[config.mk]
export PLATFORM = sky130hd
export DESIGN_NAME = aes_128_keyram_ctrl
export DESIGN_NICKNAME = d
export VERILOG_FILES = /design/src/rtl/aes_128_keyram_pkg.sv /design/src/rtl/aes_128_keyram_rd_seq.sv /design/src/rtl/aes_128_keyram_ctrl.sv
export SDC_FILE = /design/constraint.sdc
export NUM_CORES = 1
export LEC_CHECK = 0
export ABC_AREA = 1
export ABC_CLOCK_PERIOD_IN_PS = 1930
export BUFFER_PORTS_ARGS = -buffer_cell sky130_fd_sc_hd__buf_2
export CAP_MARGIN = 20
export CORE_MARGIN = 3
export CORE_UTILIZATION = 47
export DETAILED_ROUTE_END_ITERATION = 7
export PLACE_DENSITY = 0.84
export SLEW_MARGIN = 20
export SYNTH_ARGS = -nofsm -noshare
export SYNTH_HDL_FRONTEND = slang
export SYNTH_HIERARCHICAL = 1
export SYNTH_SLANG_ARGS = --single-unit
[constraint.sdc]
create_clock -name clk -period 1.93 [get_ports clk]
set_clock_uncertainty 0.2 [all_clocks]
set_input_delay 0.2895 -clock clk [delete_from_list [all_inputs] [get_ports clk]]
set_output_delay 0.2895 -clock clk [all_outputs]
set_load 0.03 [all_outputs]
[src/rtl/aes_128_keyram_pkg.sv]
// Shared constants and FSM encodings for the AES-128 round-key RAM controller.
// Contents:
//   N_ROUNDS  - round keys read per AES block
//   N_BEATS   - 64-bit write beats per expanded key (two per round key)
//   RND_W     - width of the round index
//   wr_state_t / rd_state_t - write and read FSM state encodings
package aes_128_keyram_pkg;

    localparam int N_ROUNDS = 11;
    localparam int N_BEATS  = 2 * N_ROUNDS;
    localparam int RND_W    = 4;
    localparam int BEAT_W   = 5;

    typedef enum logic [1:0] {
        W_IDLE  = 2'd0,
        W_BURST = 2'd1,
        W_DONE  = 2'd2
    } wr_state_t;

    typedef enum logic {
        R_IDLE = 1'b0,
        R_RUN  = 1'b1
    } rd_state_t;

endpackage

[src/rtl/aes_128_keyram_rd_seq.sv]
// Read sequencer: paces one key_ready strobe every ROUND_CYC cycles for
// N_ROUNDS rounds, then pulses blk_done.
// Ports:
//   clk, kill            - clock, synchronous active-high reset
//   blk_start, key_avail - start request, qualified by a key being present
//   blk_busy             - sequence in progress
//   key_ready, rnd_idx   - keyram read strobe and the round it fetches
//   blk_done             - one-cycle pulse after the last round's final phase
module aes_128_keyram_rd_seq
    import aes_128_keyram_pkg::*;
#(
    parameter int ROUND_CYC = 3
) (
    input  logic             clk,
    input  logic             kill,
    input  logic             blk_start,
    input  logic             key_avail,
    output logic             blk_busy,
    output logic             key_ready,
    output logic [RND_W-1:0] rnd_idx,
    output logic             blk_done
);

    localparam int PH_W = $clog2(ROUND_CYC);

    rd_state_t        st, st_nx;
    logic [RND_W-1:0] rnd;
    logic [PH_W-1:0]  ph;
    logic             ph_last;
    logic             seq_last;

    always_comb begin
        ph_last  = (ph == PH_W'(ROUND_CYC - 1));
        seq_last = (st == R_RUN) && ph_last && (rnd == RND_W'(N_ROUNDS - 1));
    end

    always_ff @(posedge clk) begin
        if (kill) st <= R_IDLE;
        else      st <= st_nx;
    end

    always_comb begin
        st_nx = st;
        case (st)
            R_IDLE:  if (blk_start && key_avail) st_nx = R_RUN;
            R_RUN:   if (seq_last)               st_nx = R_IDLE;
            default: st_nx = R_IDLE;
        endcase
    end

    // Counters sit at zero while idle, so a new block always begins at
    // round 0 / phase 0 in its first busy cycle.
    always_ff @(posedge clk) begin
        if (kill || st != R_RUN) begin
            rnd <= '0;
            ph  <= '0;
        end else if (ph_last) begin
            ph  <= '0;
            rnd <= (rnd == RND_W'(N_ROUNDS - 1)) ? '0 : rnd + 1'b1;
        end else begin
            ph  <= ph + 1'b1;
        end
    end

    // Registered so the done pulse lands in the first idle cycle, which is
    // also the earliest cycle a back-to-back start can be accepted.
    always_ff @(posedge clk) begin
        if (kill) blk_done <= 1'b0;
        else      blk_done <= seq_last;
    end

    always_comb begin
        blk_busy  = (st == R_RUN);
        key_ready = (st == R_RUN) && (ph == '0);
        rnd_idx   = rnd;
    end

endmodule

[src/rtl/aes_128_keyram_ctrl.sv]
// Sequencing controller for the two-bank AES-128 round-key RAM.
// Write path: accepts N_BEATS 64-bit beats from the host and streams them to
// the keyram write port. Read path: paces key_ready strobes for one AES block.
// Ports:
//   clk, kill                        - clock, synchronous active-high reset
//   key_valid/key_data/key_accept    - host key-beat handshake
//   key_loaded                       - pulse when a full key has been written
//   key_avail                        - a complete key is held since reset
//   blk_start/blk_busy/blk_done      - engine block-sequence control
//   rnd_idx                          - round index for the key_ready pulse
//   en_wr/key_round_wr               - keyram write port
//   key_ready                        - keyram read strobe
//   wr_idle                          - keyram can take a new write burst
module aes_128_keyram_ctrl
    import aes_128_keyram_pkg::*;
#(
    parameter int ROUND_CYC = 3
) (
    input  logic             clk,
    input  logic             kill,
    input  logic             key_valid,
    input  logic [63:0]      key_data,
    output logic             key_accept,
    output logic             key_loaded,
    output logic             key_avail,
    input  logic             blk_start,
    output logic             blk_busy,
    output logic [RND_W-1:0] rnd_idx,
    output logic             blk_done,
    output logic             en_wr,
    output logic [63:0]      key_round_wr,
    output logic             key_ready,
    input  logic             wr_idle
);

    wr_state_t         wst, wst_nx;
    logic [BEAT_W-1:0] beat_cnt;
    logic              hs;

    always_ff @(posedge clk) begin
        if (kill) wst <= W_IDLE;
        else      wst <= wst_nx;
    end

    // The idle->burst transition consumes no beat; accept only rises once
    // the FSM is already in W_BURST.
    always_comb begin
        wst_nx = wst;
        case (wst)
            W_IDLE:  if (key_valid && wr_idle) wst_nx = W_BURST;
            W_BURST: if (hs && beat_cnt == BEAT_W'(N_BEATS - 1)) wst_nx = W_DONE;
            W_DONE:  wst_nx = W_IDLE;
            default: wst_nx = W_IDLE;
        endcase
    end

    always_comb begin
        key_accept = (wst == W_BURST);
        key_loaded = (wst == W_DONE);
        hs         = key_valid && key_accept;
    end

    always_ff @(posedge clk) begin
        if (kill || wst != W_BURST) beat_cnt <= '0;
        else if (hs)                beat_cnt <= beat_cnt + 1'b1;
    end

    // Write port is a one-cycle-delayed copy of the handshake; data is
    // forced to zero on non-write cycles.
    always_ff @(posedge clk) begin
        if (kill) begin
            en_wr        <= 1'b0;
            key_round_wr <= '0;
        end else begin
            en_wr        <= hs;
            key_round_wr <= hs ? key_data : '0;
        end
    end

    always_ff @(posedge clk) begin
        if (kill)               key_avail <= 1'b0;
        else if (wst == W_DONE) key_avail <= 1'b1;
    end

    aes_128_keyram_rd_seq #(
        .ROUND_CYC (ROUND_CYC)
    ) u_rd_seq (
        .clk       (clk),
        .kill      (kill),
        .blk_start (blk_start),
        .key_avail (key_avail),
        .blk_busy  (blk_busy),
        .key_ready (key_ready),
        .rnd_idx   (rnd_idx),
        .blk_done  (blk_done)
    );

endmodule

==> reports/summary.json <==
{
  "status": {"value": "finished, final reports clean"},
  "mostFrequentLayoutCell": {"value": "buf_2"},
  "fillerInstances": {"value": 334},
  "first_global_vias": {"value": 2715},
  "post_synth_mux_area_share": {"value": 0, "unit": "%"},
  "post_cts.resized_instances": {"value": 0},
  "grt_util_all_layers": {"value": 24.7, "unit": "%"},
  "netlist_instances": {"value": 303},
  "antenna_found_initial": {"value": 0},
  "route.top_layer_used": {"value": "met4"},
  "number_of_cts_inserted_buffers": {"value": 9},
  "hpwlAfterDp": {"value": 4360, "unit": "um"},
  "rsz0062_at_grt": {"value": "false"},
  "synth-xor-area-share": {"value": 0.336, "unit": "%"},
  "instances_no_fill": {"value": 594},
  "placementRows": {"value": 26},
  "wl_met3": {"value": 736, "unit": "um"},
  "worst_setup_path_start_kind": {"value": "flop"},
  "hold_end": {"value": "wst[0]"},
  "setup_viol": {"value": 0},
  "timing.final.crit_share": {"value": 85.8, "unit": "%"},
  "synth.distinct_cells": {"value": 20},
  "ys_ff_latch": {"value": 81},
  "postRouteAntennaNets": {"value": 0},
  "power-per-cell-area": {"value": 795, "unit": "mW/mm^2"},
  "vdd_ir_drop_max": {"value": 0.741, "unit": "mV"},
  "drt_wl_total": {"value": 7950, "unit": "um"},
  "worstSetupPathType": {"value": "flop to output port"},
  "gpl_congestion": {"value": 0.804},
  "setup_tns": {"value": 0, "unit": "ns"},
  "design.core.area": {"value": 0.00524, "unit": "sq mm"},
  "crit_path_max_fanout": {"value": 2},
  "combinational_family_with_the_most_area_after_synthesis": {"value": "simple AND/OR/NAND/NOR gates"},
  "wl_met1": {"value": 2740, "unit": "um"},
  "routed_met2_length": {"value": 4180, "unit": "um"},
  "hold_viol": {"value": 0},
  "finalCriticalPeriod": {"value": 1.66, "unit": "ns"},
  "simple_gate_area_share_of_the_yosys_netlist": {"value": 19.6, "unit": "%"},
  "cts_tree": {"value": "built"},
  "synth_compound_area_share": {"value": 1.30, "unit": "%"},
  "sequential_cell_area_fraction_in_the_yosys_report": {"value": 62.2, "unit": "%"},
  "layout.area.seq": {"value": 0.00162, "unit": "sq mm"},
  "synthesis.nets": {"value": 376},
  "yosysWarnings": {"value": 6},
  "timing.hold.worst.start": {"value": "wr_idle"},
  "cts_root_buffer": {"value": "clkbuf_8"},
  "final_max_slew_viol_count": {"value": 0},
  "maximum_number_of_pins_on_one_net_before_global_route_repair": {"value": 28},
  "drive_above_1_share": {"value": 32.6, "unit": "%"},
  "r2r-start": {"value": "wst[1]"},
  "die_area": {"value": 0.00648, "unit": "sq mm"},
  "cts.htree.levels": {"value": 3},
  "timing.max_cap.violations": {"value": 0},
  "cts.clk_slew.worst_paths": {"value": 0.07, "unit": "ns"},
  "fmax": {"value": 604, "unit": "MHz"},
  "power.leakage": {"value": 0.00239, "unit": "uW"},
  "die_width": {"value": 80.5, "unit": "um"},
  "multi_input_area": {"value": 604, "unit": "sq um"},
  "cts_setup_buffers": {"value": 0},
  "grt_pass1_wl": {"value": 12100, "unit": "um"},
  "worst_r2r_path_depth": {"value": 6},
  "timing.max_slew.rel_slack": {"value": 80.7, "unit": "%"},
  "worst_setup_path_end_kind": {"value": "output port"},
  "place_inst": {"value": 512},
  "initial_core_util": {"value": 49.8, "unit": "%"},
  "dr_drc_count": {"value": 0},
  "netlist_area": {"value": 0.00261, "unit": "sq mm"},
  "clock_path_buffers": {"value": 2},
  "clk-insertion-delay-late": {"value": 0.33, "unit": "ns"},
  "most_frequent_cells_in_the_layout": {"value": "buf_2, nor2_1, inv_1, dfxtp_1, dlygate4sd3_1"},
  "max_slew.worst_pin.slew": {"value": 0.289, "unit": "ns"},
  "port_buffers": {"value": 143},
  "min_delay_path_depth": {"value": 3},
  "cts.sink_count": {"value": 81},
  "synthAdderAreaFrac": {"value": 1.92, "unit": "%"},
  "drt-vias-per-instance": {"value": 4.38},
  "via_count": {"value": 2599},
  "timing.hold.worst.class": {"value": "primary input to flop"},
  "timing.critical_path.arrival": {"value": 1.17, "unit": "ns"},
  "firstDrtPassIters": {"value": 6},
  "chipHeight": {"value": 80.5, "unit": "um"},
  "gr-total-overflow": {"value": 0},
  "setup.reg_to_reg.worst_slack": {"value": 0.48, "unit": "ns"},
  "syn2layout_area_growth": {"value": 62.8, "unit": "%"},
  "final_net_count": {"value": 591},
  "postSynthAreaPerCell": {"value": 8.61, "unit": "sq um"},
  "avgRoutedWirePerCell": {"value": 13.4, "unit": "um"},
  "regToRegEndpoint": {"value": "key_round_wr[52]"},
  "io_pins": {"value": 144},
  "worstPathRequired": {"value": 1.44, "unit": "ns"},
  "dr.first_iter.drc_count": {"value": 85}
}
layer usage:
metal	GRT usage, %	vias to the layer above
met5	0	-
met2	45.6	137
met4	13.3	0
li1	-	1284
met1	23.1	1148
met3	9.42	30
power breakdown:
part           switching [uW]  leakage (uW)  internal [uW]
clock network             570      0.000104            754
logic                     167       0.00163            176
registers                10.1      0.000655           1700
worst max path at each step:
stage	start	to	depth (start not counted)
global route	u_rd_seq/ph[0]	key_ready	5
detailed placement	key_valid	key_round_wr[50]	6
global placement	key_valid	key_round_wr[37]	6
CTS	u_rd_seq/ph[0]	key_ready	5
floorplan	u_rd_seq/ph[0]	u_rd_seq/rnd_idx[0]	5
finish	u_rd_seq/ph[0]	key_ready	5
cells in the mapped netlist (all sizes together):
cell type  number  area, sq um
inv            83          314
buf             6         67.6
xnor2           1         8.76
nor3            1         10.0
ha              4         50.1
dfxtp          81         1620
nor2           85          337
nand4           4         25.0
nand2          23         88.8
nand3           8         45.0
o21ai           1         5.00
or2             1         6.26
a21oi           5         28.8
state kept, by name, summed over array words and instances (netlist names):
signal,count
en_wr,1
key_avail,1
key_round_wr,64
beat_cnt,5
u_rd_seq/rnd_idx,4
u_rd_seq/blk_busy,1
wst,2
u_rd_seq/blk_done,1
u_rd_seq/ph,2
critical path, stage by stage, from the launching register on:
cell	delay (ns)
dfxtp_1	0.33
inv_1	0.06
ha_1	0.19
nand2_1	0.06
inv_1	0.03
buf_2	0.16
timing repair:
item,in CTS,in global routing
endpoints found under the setup margin,0,0
hold endpoints to repair,65,0
hold buffers,65,0
area by class of cell:
cell class	count	area share [%]
multi-input combinational	133	14.2
clock inverter	5	1.89
clock buffer	10	3.24
inverter	83	7.40
sequential	81	38.2
tap	70	2.06
timing repair buffer	210	32.8
antenna	2	0.118
cell families after synthesis:
kind of cell,after synthesis
AND/OR/NAND/NOR,122
XOR/XNOR,1
buffers and inverters,89
flip-flops,81
adder cells (fa/ha/maj),4
AO/OA/AOI/OAI,6
metrics by stage:
| step | power (uW) | hold slack (ns) | worst slack, ns | instance area [sq um] | util (%) |
|---|---|---|---|---|---|
| floorplan | 1870 | 0.159 | 0.615 | 2610 | - |
| global placement | 1970 | 0.202 | 0.524 | 3370 | 64.4 |
| detailed placement | 1970 | 0.215 | 0.467 | 3370 | 64.4 |
| CTS | 3380 | 0.00913 | 0.253 | 4240 | 80.9 |
| global route | 3510 | 0.0235 | 0.189 | 4240 | 80.9 |
| finish | 3370 | 0.0190 | 0.274 | 4240 | 81.0 |
Note: power is estimated with default switching activity, not from simulation.
